File: config.mk
export PLATFORM = sky130hd
export DESIGN_NAME = imem_prog_ctrl
export DESIGN_NICKNAME = d
export VERILOG_FILES = /design/src/rtl/imem_pkg.sv /design/src/rtl/imem_ram.sv /design/src/rtl/imem_prog_ctrl.sv
export SDC_FILE = /design/constraint.sdc
export NUM_CORES = 2
export LEC_CHECK = 0
export ABC_AREA = 1
export CORE_MARGIN = 2
export CORE_UTILIZATION = 50
export DETAILED_ROUTE_END_ITERATION = 12
export PLACE_DENSITY_LB_ADDON = 0.08
export SYNTH_ARGS = -nofsm -noshare
export SYNTH_HDL_FRONTEND = slang
export SYNTH_SLANG_ARGS = --single-unit
File: constraint.sdc
create_clock -name clk -period 4.5 [get_ports clk]
set_input_delay 1.35 -clock clk [delete_from_list [all_inputs] [get_ports clk]]
set_output_delay 1.35 -clock clk [all_outputs]
set_load 0.02 [all_outputs]
File: src/rtl/imem_pkg.sv
// rtl/imem_pkg.sv - shared types and constants for the programmable instruction memory
package imem_pkg;

    typedef enum logic [1:0] {
        CLEAR = 2'd0,
        RUN   = 2'd1,
        LOAD  = 2'd2
    } state_t;

    // Selects what fetch_instr presents: reset zero, the fill word after a fault, or RAM data
    typedef enum logic [1:0] {
        SRC_ZERO = 2'd0,
        SRC_FILL = 2'd1,
        SRC_RAM  = 2'd2
    } instr_src_t;

    localparam logic [31:0] NOP_INSTR = 32'h0000_0013;

endpackage

File: src/rtl/imem_ram.sv
// rtl/imem_ram.sv - simple dual-port synchronous RAM, one write port and one registered read port
module imem_ram #(
    parameter int DEPTH = 64,
    parameter int AW    = 6
) (
    input  logic          clk,
    input  logic          we,
    input  logic [AW-1:0] waddr,
    input  logic [31:0]   wdata,
    input  logic          re,
    input  logic [AW-1:0] raddr,
    output logic [31:0]   rdata
);

    logic [31:0] mem [DEPTH];

    // Write port; the array is deliberately not reset, the controller clears it instead
    always_ff @(posedge clk) begin
        if (we) begin
            mem[waddr] <= wdata;
        end
    end

    // Registered read; rdata holds its value when no read is issued
    always_ff @(posedge clk) begin
        if (re) begin
            rdata <= mem[raddr];
        end
    end

endmodule

File: src/rtl/imem_prog_ctrl.sv
// rtl/imem_prog_ctrl.sv - run-time programmable instruction memory with clear, load and fetch paths
module imem_prog_ctrl
    import imem_pkg::*;
#(
    parameter int          ADDR_W    = 32,
    parameter int          DEPTH     = 64,
    parameter logic [31:0] FILL_WORD = NOP_INSTR,
    localparam int         AW        = $clog2(DEPTH)
) (
    input  logic              clk,
    input  logic              reset,
    input  logic              fetch_req,
    input  logic [ADDR_W-1:0] fetch_addr,
    output logic [31:0]       fetch_instr,
    output logic              fetch_valid,
    output logic              fetch_fault,
    output logic              fetch_stall,
    input  logic              ld_start,
    input  logic [AW-1:0]     ld_base,
    input  logic              ld_valid,
    input  logic [31:0]       ld_data,
    input  logic              ld_last,
    output logic              ld_ready,
    output logic              ld_done,
    output logic              ld_err
);

    localparam logic [AW-1:0] LAST_IDX = AW'(DEPTH - 1);

    state_t      state_q;
    state_t      state_d;
    logic [AW-1:0] clr_ptr_q;
    logic [AW:0]   wr_ptr_q;
    instr_src_t  src_q;
    logic        valid_q;
    logic        fault_q;
    logic        done_q;
    logic        err_q;

    logic          ram_we;
    logic [AW-1:0] ram_waddr;
    logic [31:0]   ram_wdata;
    logic          ram_re;
    logic [AW-1:0] ram_raddr;
    logic [31:0]   ram_rdata;

    logic fetch_ok;
    logic fetch_bad;
    logic beat;
    logic wr_full;

    // Request decode: only RUN serves fetches; a fault is a misaligned or out-of-range byte address
    always_comb begin
        fetch_ok  = (state_q == RUN) && fetch_req;
        fetch_bad = (fetch_addr[1:0] != 2'b00) || ((fetch_addr >> (AW + 2)) != '0);
        beat      = (state_q == LOAD) && ld_valid;
        wr_full   = wr_ptr_q[AW];
    end

    // State register
    always_ff @(posedge clk or posedge reset) begin
        if (reset) begin
            state_q <= CLEAR;
        end else begin
            state_q <= state_d;
        end
    end

    // Next-state and state-derived handshake outputs
    always_comb begin
        state_d     = state_q;
        ld_ready    = 1'b0;
        fetch_stall = 1'b1;
        case (state_q)
            CLEAR: begin
                if (clr_ptr_q == LAST_IDX) begin
                    state_d = RUN;
                end
            end
            RUN: begin
                fetch_stall = 1'b0;
                if (ld_start) begin
                    state_d = LOAD;
                end
            end
            LOAD: begin
                ld_ready = 1'b1;
                if (beat && ld_last) begin
                    state_d = RUN;
                end
            end
            default: begin
                state_d = CLEAR;
            end
        endcase
    end

    // Write-port mux: CLEAR sweeps the fill word, LOAD writes beats that still fit
    always_comb begin
        ram_we    = 1'b0;
        ram_waddr = clr_ptr_q;
        ram_wdata = FILL_WORD;
        if (state_q == CLEAR) begin
            ram_we = 1'b1;
        end else if (beat && !wr_full) begin
            ram_we    = 1'b1;
            ram_waddr = wr_ptr_q[AW-1:0];
            ram_wdata = ld_data;
        end
    end

    // Read port is only touched for good fetches; faults never access the array
    always_comb begin
        ram_re    = fetch_ok && !fetch_bad;
        ram_raddr = fetch_addr[AW+1:2];
    end

    // Pointers, fetch response flags and loader status
    always_ff @(posedge clk or posedge reset) begin
        if (reset) begin
            clr_ptr_q <= '0;
            wr_ptr_q  <= '0;
            src_q     <= SRC_ZERO;
            valid_q   <= 1'b0;
            fault_q   <= 1'b0;
            done_q    <= 1'b0;
            err_q     <= 1'b0;
        end else begin
            if (state_q == CLEAR) begin
                clr_ptr_q <= clr_ptr_q + 1'b1;
            end

            valid_q <= fetch_ok;
            fault_q <= fetch_ok && fetch_bad;
            if (fetch_ok) begin
                src_q <= fetch_bad ? SRC_FILL : SRC_RAM;
            end

            done_q <= beat && ld_last;

            if ((state_q == RUN) && ld_start) begin
                wr_ptr_q <= {1'b0, ld_base};
                err_q    <= 1'b0;
            end else if (beat) begin
                if (wr_full) begin
                    err_q <= 1'b1;
                end else begin
                    wr_ptr_q <= wr_ptr_q + 1'b1;
                end
            end
        end
    end

    // Output selection; fetch_instr keeps its last value between requests
    always_comb begin
        case (src_q)
            SRC_ZERO: fetch_instr = '0;
            SRC_FILL: fetch_instr = FILL_WORD;
            default:  fetch_instr = ram_rdata;
        endcase
        fetch_valid = valid_q;
        fetch_fault = fault_q;
        ld_done     = done_q;
        ld_err      = err_q;
    end

    imem_ram #(
        .DEPTH (DEPTH),
        .AW    (AW)
    ) u_ram (
        .clk   (clk),
        .we    (ram_we),
        .waddr (ram_waddr),
        .wdata (ram_wdata),
        .re    (ram_re),
        .raddr (ram_raddr),
        .rdata (ram_rdata)
    );

endmodule
=== Word-level counts from Yosys, hierarchy flattened ===
Memory sizes are Yosys's and may differ from the RTL's. A register that Yosys moved wholly into a read port is not among the register bits.
Index checks and enable logic that the tools add are counted.

* Bits in read-only memories: 0
* Logic and storage cells: 61
* Latch bits: 0
* RAM bits: 2048
* Memories: 1
* Output and inout port bits: 38
* Flip-flop bits (word level): 21

* Equal/unequal tests: 8
* Div/mod/pow operators: 0
* Shift-type cells: 0
* Add/sub/neg operators: 2
* Mux-type cells: 22
* Magnitude comparators: 0
* Reductions and logical operators: 19
* Multipliers: 0
* Bitwise operators: 0

{| class="wikitable"
|+ Memory list
! memory !! depth !! bits a word !! read ports !! clocked after Yosys merged registers in !! wr ports !! line !! RTL
|-
| u_ram.mem || 64 || 32 || 1 || 1 || 1 || imem_ram.sv:15 || <nowiki>logic [31:0] mem [DEPTH];</nowiki>
|}

{| class="wikitable"
|+ Operator list
! kind !! number
|-
| $mux 32 || 2
|-
| $pmux 32 s2 || 1
|-
| $reduce_bool 32->1 || 1
|-
| $mux 7 || 3
|-
| $mux 6 || 2
|-
| $mux 1 || 9
|-
| $mux 2 || 4
|-
| $add 7x1->7 const B || 1
|-
| $logic_and 1x1->1 || 7
|-
| $add 6x1->6 const B || 1
|-
| $eq 6x6->1 const B || 1
|-
| $pmux 2 s3 || 1
|-
| $reduce_bool 2->1 || 3
|-
| $eq 2x1->1 const B || 2
|-
| $logic_not 2->1 || 2
|-
| $ne 2x1->1 const B || 2
|-
| $ne 2x2->1 const B || 2
|-
| $reduce_and 2->1 || 2
|-
| $reduce_and 3->1 || 1
|-
| $eq 2x2->1 const B || 1
|-
| $logic_not 1->1 || 2
|-
| $logic_or 1x1->1 || 1
|}

=== Longest topological paths before layout ===
* Depth after elaboration: 7
* Depth in mapped cells: 13

=== Modules after synthesis ===
From an unflattened synthesis, not the netlist that was laid out.

* Cell total of the unflattened synthesis: 7065
* Area, all modules: 84762.5 um2

{| class="wikitable"
|+ By module, submodules not included
! module !! cells each !! times used !! seq. area each (um2) !! area an instance (um2)
|-
| imem_ram || 6769 || 1 || 62459.9 || 83058.4
|-
| imem_prog_ctrl || 296 || 1 || 525.5 || 1704.1
|}

=== Worst setup path before layout ===
Ideal clock, no wire load.

* Kind: input port to flip-flop
* From: input port ld_valid
* To: memory u_ram.mem[48][0] (enable)
* Library setup time: 0.421 ns
* Slack: 0.485 ns
* Stages on the path: 9
* Data required time: 4.079 ns
* Data arrival time: 3.594 ns
* Cell sequence: nand2_4 -> nor2_8 -> buf_6 -> nand2_1 -> o21ai_2 -> inv_2 -> nor2_2 -> nand2_2 -> nor2_1

* Word-level cells in the longest chain between the ends: 6
* Elaborated cells between the ends (all ways): 8
* Classes of those cells: mux: 6; reduce/logical: 2

{| class="wikitable"
|+ RTL lines
! item !! line !! RTL
|-
| start: declaration || imem_prog_ctrl.sv:20 || <nowiki>input logic ld_valid,</nowiki>
|-
| $logic_and 1x1->1 * || imem_prog_ctrl.sv:56 || <nowiki>beat = (state_q == LOAD) && ld_valid;</nowiki>
|-
| $logic_and 1x1->1 * || imem_prog_ctrl.sv:105 || <nowiki>end else if (beat && !wr_full) begin</nowiki>
|-
| $mux 1 || imem_prog_ctrl.sv:105 ||
|-
| $mux 1 || imem_prog_ctrl.sv:103 || <nowiki>if (state_q == CLEAR) begin</nowiki>
|-
| $mux 1 || imem_ram.sv:19 || <nowiki>if (we) begin</nowiki>
|-
| $mux 1 (not written as such) || imem_ram.sv:20 || <nowiki>mem[waddr] <= wdata;</nowiki>
|-
| end: declaration || imem_ram.sv:15 ||
|}

Every way passes the cells marked *; elsewhere a longest branch is shown, timed or not.

=== Final worst setup path ===
* From: register src_q[1]
* To: output port fetch_instr[25]

* Word-level cells in the longest chain between the ends: 2
* Elaborated cells between the ends (all ways): 3
* Classes of those cells: eq/ne: 1; mux: 1; reduce/logical: 1

{| class="wikitable"
|+ RTL lines
! item !! line !! RTL
|-
| start: declaration || imem_prog_ctrl.sv:34 || <nowiki>instr_src_t src_q;</nowiki>
|-
| start signal: assignment || imem_prog_ctrl.sv:136 || <nowiki>src_q <= fetch_bad ? SRC_FILL : SRC_RAM;</nowiki>
|-
| $eq 2x1->1 / $logic_not 2->1 (equally long branches) || imem_prog_ctrl.sv:156 || <nowiki>case (src_q)</nowiki>
|-
| $pmux 32 s2 * || imem_prog_ctrl.sv:156 ||
|-
| end: declaration || imem_prog_ctrl.sv:14 || <nowiki>output logic [31:0] fetch_instr,</nowiki>
|}

Marks and branches as above.

==> key figures <==
Outcome
  – Outcome: complete, no violations

Timing
  – Slew HR: 0.381
  – Post-layout min period: 3.80 ns
  – Worst Clk Skew: 0.0269 ns
  – Slew Viols, Final: 0
  – Final Cycle Share: 0.844
  – Actual slew at the worst max-slew pin: 0.929 ns
  – PnR worst setup slack: 0.704 ns
  – Achievable Freq: approximately 260 MHz
  – Final Setup Violations: 0
  – Final count of hold timing violations: 0
  – RSZ-0062 raised after global routing: false
  – Total Neg Setup Slack: 0 ns

Yosys
  – Async S/R FF share, synth: 0.0100
  – Syn Area/Cell: 12.0 sq um
  – Netlist cell types: 34
  – Mapped Nets: between 7000 and 8000
  – Seq/Total Area, Yosys: 0.746
  – Prevailing post-synth register cell: edfxtp_1
  – Seq cells post-synth: about 2100
  – Post-synth EDFFs: 2080
  – Ys Warns: 0
  – Mapped Area: 84400 sq um
  – Post-Synthesis Cells: 7048

Clocking
  – H-Tree Level Count: 4
  – # resized after CTS: 0
  – Post-CTS Setup Bufs: 0
  – Clock sinks: 2101
  – Clock latency on the worst-skew pair: 0.85 ns
  – CTS tree: done
  – Clock buffer count from CTS: 212
  – Clock transition at path regs: 0.06 ns
  – Hold Buf Count CTS: 0
  – CTS root buffer: clkbuf_16
  – CTS Buffer Depth: 3

Global route
  – First-pass GRT wire length: between 300 and 400 mm
  – Gr busiest metal: met2
  – Remaining global-route overflow: 0
  – Met1 Usage GRT: 0.395
  – Vias in the first global route: 52700
  – GRT Overall Usage: 0.282
  – Largest net degree at the start of global routing: approximately 130
  – Initial antenna violation count: 10
  – Met2 GRT Util: 0.450
  – Met3 usage: 0.0458

Cells and area
  – Utilization after layout: 0.582
  – Fraction of layout cells with a size suffix above 1: 0.0915
  – Commonest non-fill, non-tap cells in the layout: 2328 x nand2_1, 2080 x edfxtp_1, 1902 x nand3_1, 222 x clkbuf_16, 131 x buf_12
  – Nets: 7246
  – Most common cell after layout, fill and taps aside: nand2_1
  – Area grow syn2layout: 15.4%

Detailed routing
  – DR DRC count: 0
  – Drt total wl: roughly 240 mm
  – Via Count: 55200
  – DR iter-0 viols: 7055
  – DR WL/cell: around 26 um
  – DRT Pass-1 Iters: 6
  – Via density: 5.78
  – Detail Route Antenna Nets: 0

Power and ir drop
  – Power share of the clock group: 0.375
  – Pleak: 34.9 nW
  – Comb power frac: 0.124
  – PwrDens: about 470 nW/um^2
  – Sw frac: 0.256
  – Cell internal pwr: 0.0343 W
  – Reg power frac: 0.501
  – VDD IR-drop max: 0.449 mV
  – Sw power: between 0.01 and 0.015 W

Place
  – DP HPWL: between 100 and 150 mm
  – Gpl congestion: 0.882
  – Pre-CTS setup slack: ~0.46 ns
  – Port Buffer Count: 113

Floorplanning
  – Num rows: 150
  – Die Span Y: approximately 410 um
  – Die area: 172000 sq um
  – IO Pins: 114
  – Area of the core: 167000 sq um
  – Initial Util: 0.504
  – Die width: 415 um

Setup path
  – Worst Path Arrival: 2.45 ns
  – Worst-path cell chain: buf_4 > nand2_1 > inv_1 > clkdlybuf4s50_1
  – Max incr delay on CP: 0.64 ns
  – Crit-path max FO: 33
  – WP data required: 3.15 ns
  – CP Capture Type: output port
  – Cell family with most CP delay: buffers and inverters
  – Slowest CP cell: clkdlybuf4s50_1
  – Critical Path Source Type: register
  – Worst Path Buf+Inv: 3
  – Kind of critical path: reg -> out

Min path
  – Worst hold-check path type: reg -> reg

Job
  – Maxcap violations: 0
Yosys cell counts (5+ instances only):
cell type  instances  area share
buf_2            126      0.0075
or2_2              5     0.00037
nand4_2            8      0.0012
buf_1             92      0.0041
o21ai_0            5     0.00030
nand3_1         1902        0.11
nand2_1         2328        0.10
nand2_2            5     0.00037
xor2_1             5     0.00052
dfrtp_1           21      0.0062
o21ai_2            6     0.00062
clkbuf_1         231       0.010
inv_2              6     0.00027
inv_1             85      0.0038
edfxtp_1        2080        0.74
nor2_1           112      0.0050
final cells by class:
| cell class | count | area, sq um |
|---|---|---|
| diodes | 2 | 5.00 |
| clock buffers | 268 | 5730 |
| clock inverters | 119 | 1040 |
| fillers | 13500 | 70000 |
| inverters | 91 | 369 |
| multi-input cells | 4403 | 19900 |
| flip-flops and latches | 2101 | 63000 |
| well taps | 2204 | 2760 |
| repair buffers | 359 | 4630 |
per-stage QoR:
| stage | power, W | hold slack (ns) | area [sq um] | std cells |
|---|---|---|---|---|
| after floorplan | 0.0263 | 0.450 | 84400 | 7048 |
| after global placement | 0.0292 | 0.468 | 90600 | 9158 |
| after detailed placement | 0.0292 | 0.471 | 90600 | 9158 |
| after CTS | 0.0464 | 0.488 | 97400 | 9545 |
| after global routing | 0.0476 | 0.515 | 97400 | 9545 |
| final | 0.0461 | 0.483 | 97400 | 9547 |
metal layers:
| layer | wire (um) | up-vias |
|---|---|---|
| met2 | 115000 | 2279 |
| met4 | 9080 | 0 |
| met5 | 0 | - |
| met1 | 101000 | 27400 |
| li1 | - | 25200 |
| met3 | 19700 | 386 |
sequential cells by signal, summed over array words and instances, names as in the netlist:
name / cells
state_q: 2
src_q: 2
ld_err: 1
clr_ptr_q: 6
u_ram.rdata: 32
ld_done: 1
u_ram.mem: 2048
wr_ptr_q: 7
fetch_valid: 1
fetch_fault: 1
kinds of logic after synthesis:
kind of cell	synth area share
compound gates	0.00199
flops	0.746
buf+inv	0.0263
fa+ha+maj	0.000296
xor+xnor	0.000519
simple gates	0.225
final timing paths:
kind                       startpoint                 to  cells past startpoint  slack (ns)
max reg2reg                state_q[0]  u_ram.mem[26][19]                     10        1.75
min reg2reg                  src_q[0]           src_q[0]                      2        0.48
max                          src_q[1]    fetch_instr[25]                      4        0.70
min in group asynchronous       reset        fetch_fault                      2        1.00
max in group asynchronous       reset       clr_ptr_q[4]                      2        2.92
min                          src_q[0]           src_q[0]                      2        0.48
power by group through the flow:
| stage | clock network [W] | logic, W | registers (W) |
|---|---|---|---|
| floorplan | 0 | 0.00277 | 0.0235 |
| global placement | 0 | 0.00566 | 0.0235 |
| detailed placement | 0 | 0.00573 | 0.0235 |
| CTS | 0.0175 | 0.00574 | 0.0231 |
| global route | 0.0183 | 0.00612 | 0.0232 |
| finish | 0.0173 | 0.00572 | 0.0231 |
worst register-to-register path: cells and delay by family, from the launching register on:
| kind | cells | cell delay, ns |
|---|---|---|
| compound gates | 1 | 0.13 |
| buf+inv | 4 | 1.06 |
| flops | 1 | 0.46 |
| simple gates | 5 | 0.74 |
Power figures use the tool's default switching activity.
